File: src/rtl/hilo_mult_ctrl.sv
// HI/LO register owner and operand sequencer for the multi-cycle combinational multiplier.
// Holds operands stable for MULT_LATENCY cycles, commits the 64-bit product, and interlocks HI/LO access.
module hilo_mult_ctrl #(
  parameter int unsigned MULT_LATENCY = 4,
  parameter int unsigned CNT_W        = 4
) (
  input  logic        clk,
  input  logic        reset,
  input  logic        i_start,
  input  logic        i_is_unsigned,
  input  logic [31:0] i_opr1,
  input  logic [31:0] i_opr2,
  input  logic        i_mthi,
  input  logic        i_mtlo,
  input  logic [31:0] i_wdata,
  input  logic        i_mfhi,
  input  logic        i_mflo,
  input  logic        i_flush,
  output logic [31:0] o_mult_opr1,
  output logic [31:0] o_mult_opr2,
  output logic        o_mult_unsigned,
  input  logic [31:0] i_mult_hi,
  input  logic [31:0] i_mult_lo,
  output logic [31:0] o_hi,
  output logic [31:0] o_lo,
  output logic        o_busy,
  output logic        o_stall,
  output logic        o_done
);

  localparam logic [CNT_W-1:0] CNT_INIT = CNT_W'(MULT_LATENCY - 1);

  typedef enum logic {
    IDLE = 1'b0,
    CALC = 1'b1
  } state_t;

  state_t           state_q, state_d;
  logic [CNT_W-1:0] cnt_q, cnt_d;
  logic [31:0]      opr1_q, opr1_d;
  logic [31:0]      opr2_q, opr2_d;
  logic             uns_q, uns_d;
  logic [31:0]      hi_q, hi_d;
  logic [31:0]      lo_q, lo_d;
  logic             done_q, done_d;

  always_comb begin
    state_d = state_q;
    cnt_d   = cnt_q;
    opr1_d  = opr1_q;
    opr2_d  = opr2_q;
    uns_d   = uns_q;
    hi_d    = hi_q;
    lo_d    = lo_q;
    done_d  = 1'b0;

    unique case (state_q)
      IDLE: begin
        if (!i_flush) begin
          // MT writes land now; a same-cycle start overwrites both at completion.
          if (i_mthi) hi_d = i_wdata;
          if (i_mtlo) lo_d = i_wdata;
          if (i_start) begin
            opr1_d  = i_opr1;
            opr2_d  = i_opr2;
            uns_d   = i_is_unsigned;
            cnt_d   = CNT_INIT;
            state_d = CALC;
          end
        end
      end
      CALC: begin
        if (i_flush) begin
          state_d = IDLE;
          cnt_d   = '0;
        end else if (cnt_q != '0) begin
          cnt_d = cnt_q - 1'b1;
        end else begin
          hi_d    = i_mult_hi;
          lo_d    = i_mult_lo;
          done_d  = 1'b1;
          state_d = IDLE;
        end
      end
      default: state_d = IDLE;
    endcase
  end

  always_ff @(posedge clk) begin
    if (reset) begin
      state_q <= IDLE;
      cnt_q   <= '0;
      opr1_q  <= '0;
      opr2_q  <= '0;
      uns_q   <= 1'b0;
      hi_q    <= '0;
      lo_q    <= '0;
      done_q  <= 1'b0;
    end else begin
      state_q <= state_d;
      cnt_q   <= cnt_d;
      opr1_q  <= opr1_d;
      opr2_q  <= opr2_d;
      uns_q   <= uns_d;
      hi_q    <= hi_d;
      lo_q    <= lo_d;
      done_q  <= done_d;
    end
  end

  assign o_busy          = (state_q == CALC);
  assign o_stall         = o_busy & (i_start | i_mthi | i_mtlo | i_mfhi | i_mflo);
  assign o_mult_opr1     = opr1_q;
  assign o_mult_opr2     = opr2_q;
  assign o_mult_unsigned = uns_q;
  assign o_hi            = hi_q;
  assign o_lo            = lo_q;
  assign o_done          = done_q;

endmodule

File: config.mk
export PLATFORM = sky130hd
export DESIGN_NAME = hilo_mult_ctrl
export DESIGN_NICKNAME = d
export VERILOG_FILES = /design/src/rtl/hilo_mult_ctrl.sv
export SDC_FILE = /design/constraint.sdc
export NUM_CORES = 1
export LEC_CHECK = 0
export CAP_MARGIN = 0
export CORE_UTILIZATION = 39
export CTS_CLUSTER_DIAMETER = 150
export DETAILED_ROUTE_END_ITERATION = 16
export PLACE_DENSITY = 0.8
export SLEW_MARGIN = 5
export SYNTH_ARGS = -nofsm -noshare
export SYNTH_HDL_FRONTEND = slang
export SYNTH_SLANG_ARGS = --single-unit
File: constraint.sdc
create_clock -name clk -period 1.8 [get_ports clk]
set_input_delay 0.18 -clock clk [delete_from_list [all_inputs] [get_ports clk]]
set_output_delay 0.18 -clock clk [all_outputs]
set_load 0.01 [all_outputs]
==> results.sh <==
export IMPL_hpwl_um=12200
export IMPL_die_h_um=122
export IMPL_cp_data_arrival_time_ns=1.55
export IMPL_wl_per_cell_um=15.5
export IMPL_yosysTopAreaCellShare_pct=48.0
export IMPL_cp_max_fo=2
export IMPL_dieArea_mm2=0.0149
export IMPL_switching_power_mw=2.07
export IMPL_synth_seq_cells=135
export IMPL_endpoint="o_stall"
export IMPL_cts_tree="done"
export IMPL_maxSlewViolCount=0
export IMPL_power_density_mw_per_mm2=884
export IMPL_drc=0
export IMPL_portBuffers=300
export IMPL_first_pass_iters=4
export IMPL_power_frac_clock_pct=41.0
export IMPL_grt_pass1_wl_um=25100
export IMPL_cp_cell_sequence="clkdlybuf4s50_1 > or4_1 > o21a_1 > buf_2"
export IMPL_tightest_slew_ns=0.464
export IMPL_peakVddDrop_uv=751
export IMPL_grt_max_degree=60
export IMPL_fmax_mhz=580
export IMPL_slew_headroom_pct=69.1
export IMPL_ys_seq_area_share_pct=48.0
export IMPL_final_area_mm2=0.00946
export IMPL_end_kind="output port"
export IMPL_reg2reg_depth=7
export IMPL_postRouteAntennaNets=0
export IMPL_cp_required_ns=1.62
export IMPL_cts_sinks=135
export IMPL_area_growth_pct=68.0
export IMPL_drt_iter0_drc=325
export IMPL_synth_cells=646
export IMPL_p_leak_nw=3.36
export IMPL_totalWireLength_um=17400
export IMPL_grt_setup_unrepaired="false"
export IMPL_gp_congestion=0.777
export IMPL_initial_utilization_pct=40.3
export IMPL_crit_path_top_delay_cell="or4_1"
export IMPL_cts_root_buf="clkbuf_16"
export IMPL_cp_depth=4
export IMPL_drive_gt1_share_pct=12.1
export IMPL_vias_per_cell=4.93
export IMPL_n_antenna_cell=0
export IMPL_ctsLongestPathBuffers=2
export IMPL_maxCapViolCount=0
export IMPL_sw_frac_of_total_pct=24.7
export IMPL_p_seq_share_pct=39.3
export IMPL_antenna_found_initial=0
export IMPL_path_delay_family="buffers and inverters"
export IMPL_r2r_start="cnt_q[1]"
export IMPL_grt_ovfl_total=0
export IMPL_first_global_vias=5045
export IMPL_rr_endpoint="o_lo[31]"
export IMPL_fin_crit_ns=1.73
export IMPL_criticalPathCategory="in -> out"
export IMPL_nNetsFinal=1100
export IMPL_synthTopCellsByArea="dfxtp_1 48%, a211oi_2 12%, a21oi_1 11%"
export IMPL_clkTransAtPathRegs_ns=0.05
export IMPL_fin_worst_skew_ns=0.00809
export IMPL_timing_hold_ws_ns=0.183
export IMPL_die_w_um=122
export IMPL_min_path_type="in -> reg"
export IMPL_coreArea_mm2=0.0140
export IMPL_ios=301
export IMPL_cp_start_kind="primary input"
export IMPL_cp_slowest_stage_delay_ns=0.52
export IMPL_std_cell_rows=43
export IMPL_hold_violations=0
export IMPL_routed_via_count=5529
export IMPL_synth_fp_nets=817
export IMPL_combPwrFrac_pct=19.7
export IMPL_yosys_cell_types_count=29
export IMPL_synth_avg_cell_area_um2=8.72
export IMPL_hold_buffers=0
export IMPL_track_usage_pct=22.1
export IMPL_min_period_over_period_pct=95.8
export IMPL_htreeDepth=4
export IMPL_setup_worst_path_start="i_mthi"
export IMPL_r2r_setup_slack_ns=0.12
export IMPL_critPathBufInv=2
export IMPL_syn_area_mm2=0.00563
export IMPL_clock_latency_ns=0.42
export IMPL_yosysWarnings=0
export IMPL_setup_viol=0
export IMPL_dpl_instance_area_mm2=0.00880
export IMPL_internal_power_mw=6.29
export IMPL_synth_area_leader_cell="dfxtp_1"
export IMPL_status="completed"
export IMPL_cts_buffers=17
export IMPL_setup_tns_ns=0
[flip-flops by register name, summed over array words and instances (netlist names)]
name	flops
cnt_q	4
o_busy	1
o_done	1
o_hi	32
o_lo	32
o_mult_opr1	32
o_mult_opr2	32
o_mult_unsigned	1
[what timing repair did]
item | CTS | global route
pin swaps | 1 | 1
buffers inserted | 0 | 2
setup endpoints to repair | 1 | 49
gates cloned | 0 | 2
gates resized for setup | 4 | 3
[through the flow]
step                      total power, mW  util (%)  worst slack [ns]  std cells
final                                8.36      67.6            0.0748       1122
after global routing                 8.70      67.6            0.0293       1122
after CTS                            8.40      67.1            0.0448       1118
after detailed placement             4.97      62.9            -0.243       1086
after global placement               4.94      62.9            -0.248       1086
after floorplan                      4.07         -             0.307        646
[worst min path at each step]
stage / from / slack, ns / cells past startpoint / to
4_1_cts: reset / 0.17 / 2 / cnt_q[2]
5_1_grt: reset / 0.19 / 2 / cnt_q[2]
6_report: reset / 0.18 / 2 / cnt_q[2]
3_3_place_gp: o_mult_opr1[19] / 0.44 / 2 / o_mult_opr1[19]
2_1_floorplan: i_opr1[0] / 0.32 / 2 / o_mult_opr1[0]
3_5_place_dp: o_mult_opr2[29] / 0.45 / 2 / o_mult_opr2[29]
[power groups by stage]
| stage | Combinational, mW | Sequential [mW] | Clock [mW] |
|---|---|---|---|
| after global placement | 1.60 | 3.34 | 0 |
| after CTS | 1.63 | 3.28 | 3.49 |
| after floorplan | 0.648 | 3.42 | 0 |
| final | 1.65 | 3.28 | 3.43 |
| after detailed placement | 1.62 | 3.35 | 0 |
| after global routing | 1.78 | 3.31 | 3.62 |
[cell families after synthesis]
logic type	count (synthesis)	synth area share (%)
AOI/OAI and AO/OA	206	27.4
adders and majority gates	2	0.444
buffers and inverters	60	5.73
DFF	135	48.0
and+or+nand+nor	243	18.5
[layout by cell type, fill, tap and decap left out, types with 6 or more instances in the layout]
master           Yosys  routed
buf_4                9       6
clkdlybuf4s50_1      0     298
a21oi_1            129     129
nand2_1            130     130
buf_12               0      10
dfxtp_1            135     134
a211oi_2            56      56
a211oi_1             8       8
nor2b_1             33      33
clkbuf_16            0      19
nor2_1              72      72
[synth_stat cells]
cell / n
buf_2: 14
dfxtp_1: 135
o2111ai_1: 2
buf_4: 9
a21oi_4: 2
nand4bb_4: 1
a311oi_1: 2
o2bb2ai_1: 1
buf_6: 6
inv_1: 6
nor3_1: 1
o41ai_1: 1
o21a_1: 2
nand2b_1: 3
a211oi_1: 8
nand2_1: 130
a32oi_1: 1
a211oi_2: 56
and2b_1: 1
clkbuf_2: 1
clkbuf_1: 24
o41ai_2: 1
nor2b_2: 1
a21oi_1: 129
ha_1: 2
nor2_1: 72
o211a_1: 1
or4_1: 1
nor2b_1: 33
[worst register-to-register path, cell delays in order (launching register included)]
cell	delay (ns)
dfxtp_1	0.31
inv_1	0.13
ha_4	0.17
nand4bb_4	0.18
a21oi_4	0.30
buf_4	0.19
clkbuf_16	0.19
a211oi_1	0.09
[metal layers]
layer  track usage [%]  routed length [um]
met2              39.0                8500
met3              8.75                1750
met1              23.7                6920
met4              7.93                 247
met5                 0                   0
[final cells by class]
cell class	instances	area, um^2
fillers	1148	4530
repair buffers	318	3290
flip-flops and latches	135	2710
multi-input cells	451	2620
clock buffers	25	495
well taps	180	225
clock inverters	7	92.6
inverters	6	22.5
No activity file was read; power rests on OpenSTA's default activity.
